$ cat config.mk
export PLATFORM = sky130hd
export DESIGN_NAME = mem_bus_arbiter_flat
export DESIGN_NICKNAME = d
export VERILOG_FILES = /design/src/rtl/mem_bus_arbiter_if.sv /design/src/rtl/mem_bus_arbiter.sv /design/src/flat_wrapper.sv
export SDC_FILE = /design/constraint.sdc
export NUM_CORES = 1
export LEC_CHECK = 0
export BUFFER_PORTS_ARGS = -buffer_cell sky130_fd_sc_hd__buf_2
export CORE_MARGIN = 5
export CORE_UTILIZATION = 43
export CTS_CLUSTER_SIZE = 10
export DETAILED_ROUTE_END_ITERATION = 8
export PLACE_DENSITY = 0.84
export RECOVER_POWER = 50
export SLEW_MARGIN = 15
export SYNTH_ARGS = -nofsm -noshare
export SYNTH_HDL_FRONTEND = slang
export SYNTH_SLANG_ARGS = --single-unit
$ cat constraint.sdc
create_clock -name clk -period 2.08 [get_ports clk]
set_input_delay 0.312 -clock clk [delete_from_list [all_inputs] [get_ports clk]]
set_output_delay 0.312 -clock clk [all_outputs]
set_load 0.1 [all_outputs]
$ cat src/rtl/mem_bus_arbiter_if.sv
// Bundle of requester (I/D) and memory-slave signals shared by mem_bus_arbiter.
// The slave modport is the arbiter's view; the master modport is the environment's view.
interface mem_bus_arbiter_if #(
  parameter int ADDR_W = 32,
  parameter int DATA_W = 32
);
  logic              i_req_i;
  logic [ADDR_W-1:0] i_addr_i;
  logic [DATA_W-1:0] i_rdata_o;
  logic              i_ack_o;
  logic              i_err_o;

  logic              d_req_i;
  logic              d_we_i;
  logic [3:0]        d_sel_i;
  logic [ADDR_W-1:0] d_addr_i;
  logic [DATA_W-1:0] d_wdata_i;
  logic [DATA_W-1:0] d_rdata_o;
  logic              d_ack_o;
  logic              d_err_o;

  logic              s_stb_o;
  logic              s_we_o;
  logic [3:0]        s_sel_o;
  logic [ADDR_W-1:0] s_addr_o;
  logic [DATA_W-1:0] s_wdata_o;
  logic [DATA_W-1:0] s_rdata_i;
  logic              s_ack_i;

  logic              stallreq_o;

  modport slave (
    input  i_req_i, i_addr_i,
    input  d_req_i, d_we_i, d_sel_i, d_addr_i, d_wdata_i,
    input  s_rdata_i, s_ack_i,
    output i_rdata_o, i_ack_o, i_err_o,
    output d_rdata_o, d_ack_o, d_err_o,
    output s_stb_o, s_we_o, s_sel_o, s_addr_o, s_wdata_o,
    output stallreq_o
  );

  modport master (
    output i_req_i, i_addr_i,
    output d_req_i, d_we_i, d_sel_i, d_addr_i, d_wdata_i,
    output s_rdata_i, s_ack_i,
    input  i_rdata_o, i_ack_o, i_err_o,
    input  d_rdata_o, d_ack_o, d_err_o,
    input  s_stb_o, s_we_o, s_sel_o, s_addr_o, s_wdata_o,
    input  stallreq_o
  );
endinterface

$ cat src/rtl/mem_bus_arbiter.sv
// Arbitrates one stb/ack memory port between instruction fetch (I) and data (D),
// one registered transaction at a time, with a per-transaction timeout.
module mem_bus_arbiter #(
  parameter int ADDR_W  = 32,
  parameter int DATA_W  = 32,
  parameter int TMO_CYC = 255
) (
  input  logic                clk,
  input  logic                rst,
  mem_bus_arbiter_if.slave    bus
);

  localparam logic [15:0] CNT_LAST = 16'(TMO_CYC - 1);

  typedef enum logic [1:0] {
    IDLE   = 2'd0,
    BUSY_I = 2'd1,
    BUSY_D = 2'd2
  } state_e;

  state_e            r_state;
  state_e            w_state_nxt;

  logic              r_stb;
  logic              r_we;
  logic [3:0]        r_sel;
  logic [ADDR_W-1:0] r_addr;
  logic [DATA_W-1:0] r_wdata;
  logic [DATA_W-1:0] r_i_rdata;
  logic [DATA_W-1:0] r_d_rdata;
  logic              r_i_ack;
  logic              r_i_err;
  logic              r_d_ack;
  logic              r_d_err;
  logic              r_last_d;
  logic [15:0]       r_cnt;

  logic              w_i_req;
  logic              w_d_req;
  logic              w_ack;
  logic              w_tmo;
  logic              w_grant_i;
  logic              w_grant_d;
  logic              w_done;
  logic              w_busy_d;

  // A requester still holds req during its own ack/err cycle; that is not a new request.
  assign w_i_req  = bus.i_req_i & ~r_i_ack & ~r_i_err;
  assign w_d_req  = bus.d_req_i & ~r_d_ack & ~r_d_err;
  assign w_ack    = r_stb & bus.s_ack_i;
  assign w_tmo    = r_stb & ~bus.s_ack_i & (r_cnt == CNT_LAST);
  assign w_busy_d = (r_state == BUSY_D);

  always_ff @(posedge clk or negedge rst) begin
    if (!rst) r_state <= IDLE;
    else      r_state <= w_state_nxt;
  end

  always_comb begin
    // NOTE: every combinational output gets a default first so no latch is inferred.
    w_state_nxt = r_state;
    case (r_state)
      IDLE: begin
        if (w_d_req && (!w_i_req || !r_last_d)) w_state_nxt = BUSY_D;
        else if (w_i_req)                       w_state_nxt = BUSY_I;
      end
      BUSY_I, BUSY_D: begin
        if (w_ack || w_tmo) w_state_nxt = IDLE;
      end
      default: w_state_nxt = IDLE;
    endcase
  end

  always_comb begin
    w_grant_i = 1'b0;
    w_grant_d = 1'b0;
    w_done    = 1'b0;
    case (r_state)
      IDLE: begin
        w_grant_d = (w_state_nxt == BUSY_D);
        w_grant_i = (w_state_nxt == BUSY_I);
      end
      BUSY_I, BUSY_D: w_done = w_ack | w_tmo;
      default: ;
    endcase
  end

  always_ff @(posedge clk or negedge rst) begin
    if (!rst) begin
      r_stb     <= 1'b0;
      r_we      <= 1'b0;
      r_sel     <= '0;
      r_addr    <= '0;
      r_wdata   <= '0;
      r_i_rdata <= '0;
      r_d_rdata <= '0;
      r_i_ack   <= 1'b0;
      r_i_err   <= 1'b0;
      r_d_ack   <= 1'b0;
      r_d_err   <= 1'b0;
      r_last_d  <= 1'b0;
      r_cnt     <= '0;
    end else begin
      // NOTE: sequential state uses non-blocking assignments so all registers update together.
      r_i_ack <= 1'b0;
      r_i_err <= 1'b0;
      r_d_ack <= 1'b0;
      r_d_err <= 1'b0;
      if (w_grant_d) begin
        r_stb    <= 1'b1;
        r_we     <= bus.d_we_i;
        r_sel    <= bus.d_sel_i;
        r_addr   <= bus.d_addr_i;
        r_wdata  <= bus.d_wdata_i;
        r_cnt    <= '0;
        r_last_d <= 1'b1;
      end else if (w_grant_i) begin
        r_stb    <= 1'b1;
        r_we     <= 1'b0;
        r_sel    <= 4'hF;
        r_addr   <= bus.i_addr_i;
        r_wdata  <= '0;
        r_cnt    <= '0;
        r_last_d <= 1'b0;
      end else if (w_done) begin
        r_stb <= 1'b0;
        if (w_ack) begin
          if (w_busy_d) begin
            r_d_rdata <= bus.s_rdata_i;
            r_d_ack   <= 1'b1;
          end else begin
            r_i_rdata <= bus.s_rdata_i;
            r_i_ack   <= 1'b1;
          end
        end else if (w_busy_d) begin
          r_d_err <= 1'b1;
        end else begin
          r_i_err <= 1'b1;
        end
      end else if (r_stb) begin
        r_cnt <= r_cnt + 16'd1;
      end
    end
  end

  assign bus.s_stb_o    = r_stb;
  assign bus.s_we_o     = r_we;
  assign bus.s_sel_o    = r_sel;
  assign bus.s_addr_o   = r_addr;
  assign bus.s_wdata_o  = r_wdata;
  assign bus.i_rdata_o  = r_i_rdata;
  assign bus.i_ack_o    = r_i_ack;
  assign bus.i_err_o    = r_i_err;
  assign bus.d_rdata_o  = r_d_rdata;
  assign bus.d_ack_o    = r_d_ack;
  assign bus.d_err_o    = r_d_err;
  assign bus.stallreq_o = (bus.i_req_i & ~r_i_ack) | (bus.d_req_i & ~r_d_ack);

endmodule

$ cat src/flat_wrapper.sv
// flat-port wrapper written by rule: the top's interface ports become plain ports
module mem_bus_arbiter_flat 
#(
  parameter int ADDR_W  = 32,
  parameter int DATA_W  = 32,
  parameter int TMO_CYC = 255
)
  (clk, rst, bus_i_req_i, bus_i_addr_i, bus_d_req_i, bus_d_we_i, bus_d_sel_i, bus_d_addr_i, bus_d_wdata_i, bus_s_rdata_i, bus_s_ack_i, bus_i_rdata_o, bus_i_ack_o, bus_i_err_o, bus_d_rdata_o, bus_d_ack_o, bus_d_err_o, bus_s_stb_o, bus_s_we_o, bus_s_sel_o, bus_s_addr_o, bus_s_wdata_o, bus_stallreq_o);
  mem_bus_arbiter_if #(.ADDR_W(ADDR_W), .DATA_W(DATA_W)) bus_i ();
  input  logic clk;
  input  logic rst;
  input wire logic [$bits(bus_i.i_req_i)-1:0] bus_i_req_i;
  input wire logic [$bits(bus_i.i_addr_i)-1:0] bus_i_addr_i;
  input wire logic [$bits(bus_i.d_req_i)-1:0] bus_d_req_i;
  input wire logic [$bits(bus_i.d_we_i)-1:0] bus_d_we_i;
  input wire logic [$bits(bus_i.d_sel_i)-1:0] bus_d_sel_i;
  input wire logic [$bits(bus_i.d_addr_i)-1:0] bus_d_addr_i;
  input wire logic [$bits(bus_i.d_wdata_i)-1:0] bus_d_wdata_i;
  input wire logic [$bits(bus_i.s_rdata_i)-1:0] bus_s_rdata_i;
  input wire logic [$bits(bus_i.s_ack_i)-1:0] bus_s_ack_i;
  output wire logic [$bits(bus_i.i_rdata_o)-1:0] bus_i_rdata_o;
  output wire logic [$bits(bus_i.i_ack_o)-1:0] bus_i_ack_o;
  output wire logic [$bits(bus_i.i_err_o)-1:0] bus_i_err_o;
  output wire logic [$bits(bus_i.d_rdata_o)-1:0] bus_d_rdata_o;
  output wire logic [$bits(bus_i.d_ack_o)-1:0] bus_d_ack_o;
  output wire logic [$bits(bus_i.d_err_o)-1:0] bus_d_err_o;
  output wire logic [$bits(bus_i.s_stb_o)-1:0] bus_s_stb_o;
  output wire logic [$bits(bus_i.s_we_o)-1:0] bus_s_we_o;
  output wire logic [$bits(bus_i.s_sel_o)-1:0] bus_s_sel_o;
  output wire logic [$bits(bus_i.s_addr_o)-1:0] bus_s_addr_o;
  output wire logic [$bits(bus_i.s_wdata_o)-1:0] bus_s_wdata_o;
  output wire logic [$bits(bus_i.stallreq_o)-1:0] bus_stallreq_o;
  assign bus_i.i_req_i = bus_i_req_i;
  assign bus_i.i_addr_i = bus_i_addr_i;
  assign bus_i.d_req_i = bus_d_req_i;
  assign bus_i.d_we_i = bus_d_we_i;
  assign bus_i.d_sel_i = bus_d_sel_i;
  assign bus_i.d_addr_i = bus_d_addr_i;
  assign bus_i.d_wdata_i = bus_d_wdata_i;
  assign bus_i.s_rdata_i = bus_s_rdata_i;
  assign bus_i.s_ack_i = bus_s_ack_i;
  assign bus_i_rdata_o = bus_i.i_rdata_o;
  assign bus_i_ack_o = bus_i.i_ack_o;
  assign bus_i_err_o = bus_i.i_err_o;
  assign bus_d_rdata_o = bus_i.d_rdata_o;
  assign bus_d_ack_o = bus_i.d_ack_o;
  assign bus_d_err_o = bus_i.d_err_o;
  assign bus_s_stb_o = bus_i.s_stb_o;
  assign bus_s_we_o = bus_i.s_we_o;
  assign bus_s_sel_o = bus_i.s_sel_o;
  assign bus_s_addr_o = bus_i.s_addr_o;
  assign bus_s_wdata_o = bus_i.s_wdata_o;
  assign bus_stallreq_o = bus_i.stallreq_o;
  mem_bus_arbiter #(.ADDR_W(ADDR_W), .DATA_W(DATA_W), .TMO_CYC(TMO_CYC)) u_core (.clk(clk), .rst(rst), .bus(bus_i));
endmodule
; Yosys cells after proc, flatten, opt, wreduce, memory -nomap -nowiden
; Cells that the tools add are included.
[op_classes]
n_addsub = 1
n_eq_ne = 6
muxes = 41
bitwise_logic = 17
reduce_logical = 13
[op_table]
columns = op, count
row1 = 32-bit 2-to-1 mux, 4
row2 = 16-bit 2-to-1 mux, 4
row3 = 1-bit 2-to-1 mux, 27
row4 = "16-bit by 1-bit adder with 16-bit output, second input constant", 1
row5 = "16-bit by 8-bit == test with 1-bit output, second input constant", 1
row6 = 5-bit AND reduction, 2
row7 = 4-bit 2-to-1 mux, 2
row8 = 1-bit NOT, 8
row9 = 1-bit AND, 7
row10 = 2-bit 2-to-1 mux, 3
row11 = 3-bit nonzero test, 2
row12 = "2-bit by 1-bit == test with 1-bit output, second input constant", 2
row13 = "2-bit == test, second input constant", 2
row14 = 2-bit case mux with 2 select lines, 1
row15 = "3-bit by 1-bit inequality test with 1-bit output, second input constant", 1
row16 = 1-bit zero test, 2
row17 = 2-bit zero test, 1
row18 = 1-bit logical OR, 2
row19 = 1-bit OR, 2
row20 = 2-bit AND reduction, 1
row21 = 2-bit nonzero test, 1
row22 = 2-bit OR reduction, 1
row23 = 1-bit logical AND, 1
[totals]
reg_bits = 157
input_bits = 138
out_inout_bits = 139
word_cells = 92

; Depth between registers and ports, before layout
; Gate-level depths: netlist of run 1.
[logic_depth]
word_depth = 12
ltp_mapped = 11

; Worst setup path before layout of run 1
; Ideal clock, no wire load.
[synth_path]
path_type = reg-to-output
from = reg u_core.r_d_ack (netlist: u_core.bus.d_ack_o)
to = out bus_stallreq_o
arrival_time_ns = 2.379
required_ns = 1.768
slack_ns = -0.611
path_stages_with_launch = 2
path_buffers = 0
path_cell_list = dfrtp_1 > o22ai_1
[synth_between]
elab_chain_cells = 3
[synth_rtl]
columns = item, line_no
row1 = "start, declared", mem_bus_arbiter.sv:33  ; logic r_d_ack;
row2 = "start signal, assigned", mem_bus_arbiter.sv:99  ; r_d_ack <= 1'b0;
row3 = "start signal, assigned", mem_bus_arbiter.sv:107  ; r_d_ack <= 1'b0;
row4 = "start signal, assigned", mem_bus_arbiter.sv:130  ; r_d_ack <= 1'b1;
row5 = 1-bit NOT, mem_bus_arbiter.sv:157  ; assign bus.stallreq_o = (bus.i_req_i & ~r_i_ack) | (bus.d_req_i & ~r_d_ack);
row6 = 1-bit AND, mem_bus_arbiter.sv:157
row7 = 1-bit OR, mem_bus_arbiter.sv:157
row8 = "end, declared", flat_wrapper.sv:32  ; output wire logic [$bits(bus_i.stallreq_o)-1:0] bus_stallreq_o;
; No other way between the ends.

; Worst setup path after layout of run 1
[layout_path]
from = reg u_core.r_d_err (netlist: u_core.bus.d_err_o)
to = reg u_core.r_addr[3] (netlist: u_core.bus.s_addr_o[3])
[layout_between]
elab_chain_cells = 8
elab_cells_between_ends = 11
[layout_rtl]
columns = item, line_no
row1 = "start, declared", mem_bus_arbiter.sv:34  ; logic r_d_err;
row2 = "start signal, assigned", mem_bus_arbiter.sv:100  ; r_d_err <= 1'b0;
row3 = "start signal, assigned", mem_bus_arbiter.sv:108  ; r_d_err <= 1'b0;
row4 = "start signal, assigned", mem_bus_arbiter.sv:136  ; r_d_err <= 1'b1;
row5 = 1-bit NOT (*), mem_bus_arbiter.sv:49  ; assign w_d_req = bus.d_req_i & ~r_d_ack & ~r_d_err;
row6 = 1-bit AND (*), mem_bus_arbiter.sv:49
row7 = 1-bit logical AND (*), mem_bus_arbiter.sv:64  ; if (w_d_req && (!w_i_req || !r_last_d)) w_state_nxt = BUSY_D;
row8 = 2-bit 2-to-1 mux (*), mem_bus_arbiter.sv:64
row9 = 2-bit case mux with 2 select lines (*), mem_bus_arbiter.sv:62  ; case (r_state)
row10 = 2-bit == test or 2-bit by 1-bit == test with 1-bit output (tied branches), "mem_bus_arbiter.sv:80, mem_bus_arbiter.sv:81"
row11 = 1-bit 2-to-1 mux, mem_bus_arbiter.sv:78  ; case (r_state)
row12 = 32-bit 2-to-1 mux or 2-bit nonzero test (tied branches), -
row13 = "end signal, assigned", mem_bus_arbiter.sv:113  ; r_addr <= bus.d_addr_i;
row14 = "end signal, assigned", mem_bus_arbiter.sv:121  ; r_addr <= bus.i_addr_i;
row15 = "end, declared", mem_bus_arbiter.sv:27  ; logic [ADDR_W-1:0] r_addr;
; Mark *: on every way between the ends. The rest lies on a longest branch, timed or not.
; A chain may end at the register's enable or synchronous reset.

==> impl_metrics.yaml, run 1 <==
critical_path:
  worstSetupPathType: "register to register"
  critPathLaunchType: "register"
  cp.required_ns: 2.37
  critical_path.max_fanout: 11
  crit_path_end_kind: "register"
  cp.arrival_ns: 2.43
  ff2ff_path_depth: 7
timing:
  fin_crit_sh_pct: 103
  period_needed_ns: 2.14
  fin_ws_ns: -0.0563
  tns_ns: -0.188
  slew_headroom_pct: 10.1
  slew_violations: 0
  clock_skew_ns: 0.00949
  tightest_slew_ns: 1.35
  finalHoldViolations: 0
  max_freq_mhz: 468
  setup_viol: 8
  rsz0062_at_grt: "true"
synth:
  synthTopCellsByCount: "dfrtp_1, mux2_2, nor2_1"
  synth_top_area_share_pct: 59.5
  yosysMostFrequentCell: "dfrtp_1"
  synth_cell_types: 48
  synth-async-reset-ratio_pct: 100
  synth_enable_flop_cells: 0
  yosys_warnings: 0
  ys_ff_latch: 157
  syn_nets: 660
  netlist_instances: 517
  avgSynthCellArea_um2: 12.8
  synth_seq_area_share_pct: 59.5
  synth_top_cell_by_area: "dfrtp_1"
  yosys-top-cells-area: "dfrtp_1, mux2_2, mux2i_1"
  synth_ff_type: "dfrtp_1"
  syn_area_mm2: 0.00661
floorplanning:
  rows: 45
  core-area_mm2: 0.0151
  start_util_pct: 43.6
  dieHeight_um: 134
  die_w_um: 134
  io_pins: 277
  die_area_mm2: 0.0179
drt:
  drt_iter0_markers: 218
  wire_per_inst_um: 19.3
  viasPerCell: 5.26
  antenna_left: 0
  firstDrtPassIters: 4
  finalWirelength_um: 19900
  drc: 0
  vias: 5415
layout:
  n_antenna_cell: 0
  fin_util_pct: 62.4
  final_nets: 972
  syn2layout_area_growth_pct: 43.1
  drive_gt1_share_pct: 54.3
placed_design:
  gp_congestion: 0.801
  hpwlAfterDp_um: 13300
  io_buffer_count: 276
run_status:
  failed_checks: "setup timing"
  outcome: "complete, but fails checks"
global_routing:
  grt_max_degree: 62
  overflow: 0
  antenna_found_initial: 0
  globalRouteTotalUtil_pct: 20.1
  grt_pass1_wl_um: 28700
  grt_pass1_vias: 5505
clock_tree:
  cts.sinks: 157
  clk_pin_slew_ns: 0.07
  cts-root-buf: "clkbuf_16"
  cts.path.max_buffers: 2
  clock_latency_ns: 0.42
  cts_max_level: 4
  tritoncts: "built"
  cts_made_buffers: 17
hold_path:
  hp-class: "primary input to register"
  whs_path_depth: 2
run:
  maxCapViolations: 0
==> critical path, cell delays in order, from the launching register on <==
cell	delay, ns
dfrtp_4	0.47
or3b_4	0.45
o21ai_4	0.23
and3_4	0.23
o211ai_4	0.10
buf_12	0.18
mux2i_2	0.23
a21oi_1	0.12
==> through the flow <==
| step | hold slack (ns) | area, um^2 | setup WS (ns) | cells |
|---|---|---|---|---|
| after floorplan | 0.0164 | 6700 | -0.0659 | 517 |
| after global placement | 0.329 | 8530 | 0.0108 | 989 |
| after detailed placement | 0.331 | 8530 | -0.0296 | 989 |
| after CTS | 0.0857 | 9160 | -0.0390 | 1022 |
| after global routing | 0.0977 | 9460 | -0.127 | 1030 |
| final | 0.100 | 9460 | -0.0563 | 1030 |
==> timing repair <==
action                     CTS  global route
pin swaps                    0             6
hold endpoints to repair    56             0
buffers inserted             0             2
setup endpoints to repair   49           101
gates cloned                 0             6
resized for setup            9            45
hold buffers                 1             0
==> final timing paths <==
check	slack (ns)	end	startpoint
min reg2reg	0.50	u_core.bus.s_wdata_o[4]	u_core.bus.s_wdata_o[4]
min in group asynchronous	0.74	u_core.bus.i_rdata_o[17]	rst
max in group asynchronous	0.29	u_core.bus.d_rdata_o[2]	rst
max reg2reg	-0.06	u_core.bus.s_addr_o[3]	u_core.bus.d_err_o
min	0.10	u_core.bus.s_wdata_o[6]	bus_d_wdata_i[6]
max	-0.06	u_core.bus.s_addr_o[3]	u_core.bus.d_err_o
==> cell usage in the layout, fill, tap and decap left out, types with 11 or more instances in the layout <==
cell / count
mux2_4: 27
buf_4: 22
mux2i_1: 31
clkbuf_2: 20
xnor2_1: 11
nor2_1: 41
buf_2: 259
mux2_2: 37
dfrtp_1: 152
nand2_1: 22
clkbuf_16: 22
a21oi_1: 36
a22o_1: 33
==> cells by family (layout without fill, tap and decap cells) <==
group	after synthesis	count (layout)	share of synthesized area [%]
buffers and inverters	36	361	3.39
muxes	96	96	15.8
DFF	157	157	59.5
xor gates and xnor gates	13	13	1.72
AOI/OAI and AO/OA	94	94	9.98
adders and majority gates	5	5	0.947
and+or+nand+nor	116	116	8.73
==> layout make-up <==
class | instances | area (um^2)
clock buffers | 18 | 439
multi-input cells | 324 | 2720
inverters | 8 | 30.0
well taps | 188 | 235
clock inverters | 14 | 149
fillers | 1113 | 5690
flip-flops and latches | 157 | 3950
repair buffers | 321 | 1940
==> layer usage <==
metal | up-vias | GRT usage, % | wire [um]
met3 | 31 | 7.61 | 1790
met2 | 249 | 33.5 | 10000
met5 | - | 0 | 0
met4 | 0 | 7.66 | 446
li1 | 2470 | - | -
met1 | 2665 | 23.6 | 7610
==> sequential cells by signal, indices dropped and copies added, names as in the netlist, 2 cells and up <==
signal / cells
u_core.bus.d_rdata_o: 32
u_core.bus.i_rdata_o: 32
u_core.bus.s_addr_o: 32
u_core.bus.s_wdata_o: 32
u_core.r_cnt: 16
u_core.bus.s_sel_o: 4
u_core.r_state: 2
Power of run 1 is left out: the tool's default activity adds up to more than one toggle a clock period on the data nets, which glitch-free logic cannot reach.
==> inputs of run 2 (changes only) <==
--- a/config.mk
+++ b/config.mk
@@ -5,6 +5,7 @@
 export SDC_FILE = /design/constraint.sdc
 export NUM_CORES = 1
 export LEC_CHECK = 0
+export ABC_CLOCK_PERIOD_IN_PS = 2080
 export BUFFER_PORTS_ARGS = -buffer_cell sky130_fd_sc_hd__buf_2
 export CORE_MARGIN = 5
 export CORE_UTILIZATION = 43
==> constraint.sdc (replaced) <==
create_clock -name clk -period 2.08 [get_ports clk]
set_input_delay 0.312 -clock clk [delete_from_list [all_inputs] [get_ports clk]]
set_output_delay 0.312 -clock clk [all_outputs]
set_load 0.02 [all_outputs]
==> run 2 against run 1 <==
The flow still finishes with violations (setup timing). Via count shrank 1.2%. Routed wire length shrank 3.4%. Non-clock buffer count grew 9. Count of clock-buffer cells in the layout grew 1. Die area is the same. Worst hold slack gained 0.0099 ns. Critical path type unchanged.
==> impl_metrics.yaml, run 2 (synthesized netlist as in run 1, its figures left out) <==
run_status:
  outcome: "complete, but fails checks"
  failed_checks: "setup timing"
clock_tree:
  cts.sinks: 157
  cts_made_buffers: 17
  cts.path.max_buffers: 2
  clock_latency_ns: 0.41
  tritoncts: "built"
  cts_max_level: 4
  clk_pin_slew_ns: 0.06
  cts-root-buf: "clkbuf_16"
pwr:
  clkPwrFrac_pct: 20.4
  pwr-share-seq_pct: 31.8
  p_switching_uw: 6090
  power_uw: 15300
  power_density_mw_per_mm2: 1620
  leakagePower_uw: 0.00485
  combPwrFrac_pct: 47.9
  swShare_pct: 39.7
  p_int_uw: 9250
  ir_worst_vdd_mv: 0.979
timing:
  fin_ws_ns: -0.00944
  tns_ns: -0.0182
  tightest_slew_ns: 1.32
  setup_viol: 2
  max_freq_mhz: 479
  rsz0062_at_grt: "true"
  period_needed_ns: 2.09
  slew_violations: 0
  finalHoldViolations: 0
  clock_skew_ns: 0.00783
  slew_headroom_pct: 12.1
  fin_crit_sh_pct: 100
floorplanning:
  die_w_um: 134
  io_pins: 277
  start_util_pct: 43.6
  core-area_mm2: 0.0151
  dieHeight_um: 134
  rows: 45
  die_area_mm2: 0.0179
layout:
  final_common_cell: "buf_2"
  fin_util_pct: 62.6
  syn2layout_area_growth_pct: 43.6
  drive_gt1_share_pct: 52.5
  n_antenna_cell: 0
  final_nets: 981
  layout_common_cells: "buf_2, dfrtp_1, mux2_2"
placed_design:
  gp_congestion: 0.812
  hpwlAfterDp_um: 13100
  post-place-ws_ns: -0.0368
  io_buffer_count: 276
drt:
  drt_iter0_markers: 213
  finalWirelength_um: 19200
  antenna_left: 0
  firstDrtPassIters: 4
  wire_per_inst_um: 18.5
  vias: 5352
  viasPerCell: 5.15
  drc: 0
global_routing:
  grt_pass1_vias: 5379
  grt_max_degree: 55
  antenna_found_initial: 0
  overflow: 0
  globalRouteTotalUtil_pct: 18.9
  grt_pass1_wl_um: 27300
critical_path:
  cp-startpoint: "u_core.r_state[0]"
  critical_path.max_fanout: 6
  cp.required_ns: 2.37
  worstSetupPathType: "register to register"
  ff2ff_path_depth: 10
  critPathLaunchType: "register"
  crit_path_end_kind: "register"
  cp.arrival_ns: 2.38
  crit-reg2reg-launch: "u_core.r_state[0]"
hold_path:
  hp-class: "primary input to register"
  hold_start: "bus_d_wdata_i[6]"
  whs_path_depth: 2
run:
  maxCapViolations: 0
==> run 2: final timing paths <==
| check | end | slack, ns |
|---|---|---|
| max reg2reg | u_core.bus.s_addr_o[23] | -0.009 |
| min in group asynchronous | u_core.bus.i_rdata_o[26] | 0.73 |
| min | u_core.bus.s_wdata_o[6] | 0.11 |
| max | u_core.bus.s_addr_o[23] | -0.009 |
| max in group asynchronous | u_core.bus.i_rdata_o[2] | 0.30 |
| min reg2reg | u_core.bus.s_wdata_o[28] | 0.50 |
==> run 2: area by class of cell <==
cell class | instances | area (um^2)
Sequential cell | 157 | 3930
Clock inverter | 13 | 153
Multi-Input combinational cell | 324 | 2640
Fill cell | 1126 | 5660
Timing Repair Buffer | 330 | 2060
Inverter | 8 | 30.0
Tap cell | 188 | 235
Clock buffer | 19 | 443
==> run 2: per-layer routing <==
layer  up-vias  GRT usage, %  share of wire (%)
li1       2497             -                  -
met1      2587          22.6                 38
met2       238          31.9                 51
met3        30          7.46                9.4
met4         0          5.37                1.9
met5         -             0                  0
==> run 2: what timing repair did <==
item	in CTS	in global routing
endpoints found under the hold margin	51	0
gates cloned	0	11
resized for setup	1	43
buffers inserted	0	9
hold buffers	1	0
endpoints found under the setup margin	4	141
pin swaps	0	31
==> run 2: stage by stage <==
stage / cell area, um^2 / cells / hold WS, ns
after global placement: 8430 / 986 / 0.300
after global routing: 9490 / 1039 / 0.103
after detailed placement: 8430 / 986 / 0.298
after floorplan: 6620 / 517 / 0.0164
after CTS: 9040 / 1019 / 0.0946
final: 9490 / 1039 / 0.110
==> run 2: critical path: stages (launching register included) <==
cell      delay, ns
dfrtp_1        0.42
buf_4          0.15
ha_1           0.23
nor2b_2        0.16
buf_4          0.13
and3_4         0.19
o211ai_4       0.10
buf_6          0.16
buf_12         0.14
mux2i_2        0.19
a21oi_2        0.08
==> run 2: power groups by stage <==
stage | Clock, uW | Sequential [uW] | Combinational, uW
6_report | 3120 | 4870 | 7340
3_5_place_dp | 0 | 4860 | 6570
3_3_place_gp | 0 | 4810 | 6390
5_1_grt | 3310 | 5020 | 7860
2_1_floorplan | 0 | 6180 | 2860
4_1_cts | 3180 | 4830 | 6590
No activity file was read; power rests on OpenSTA's default activity.
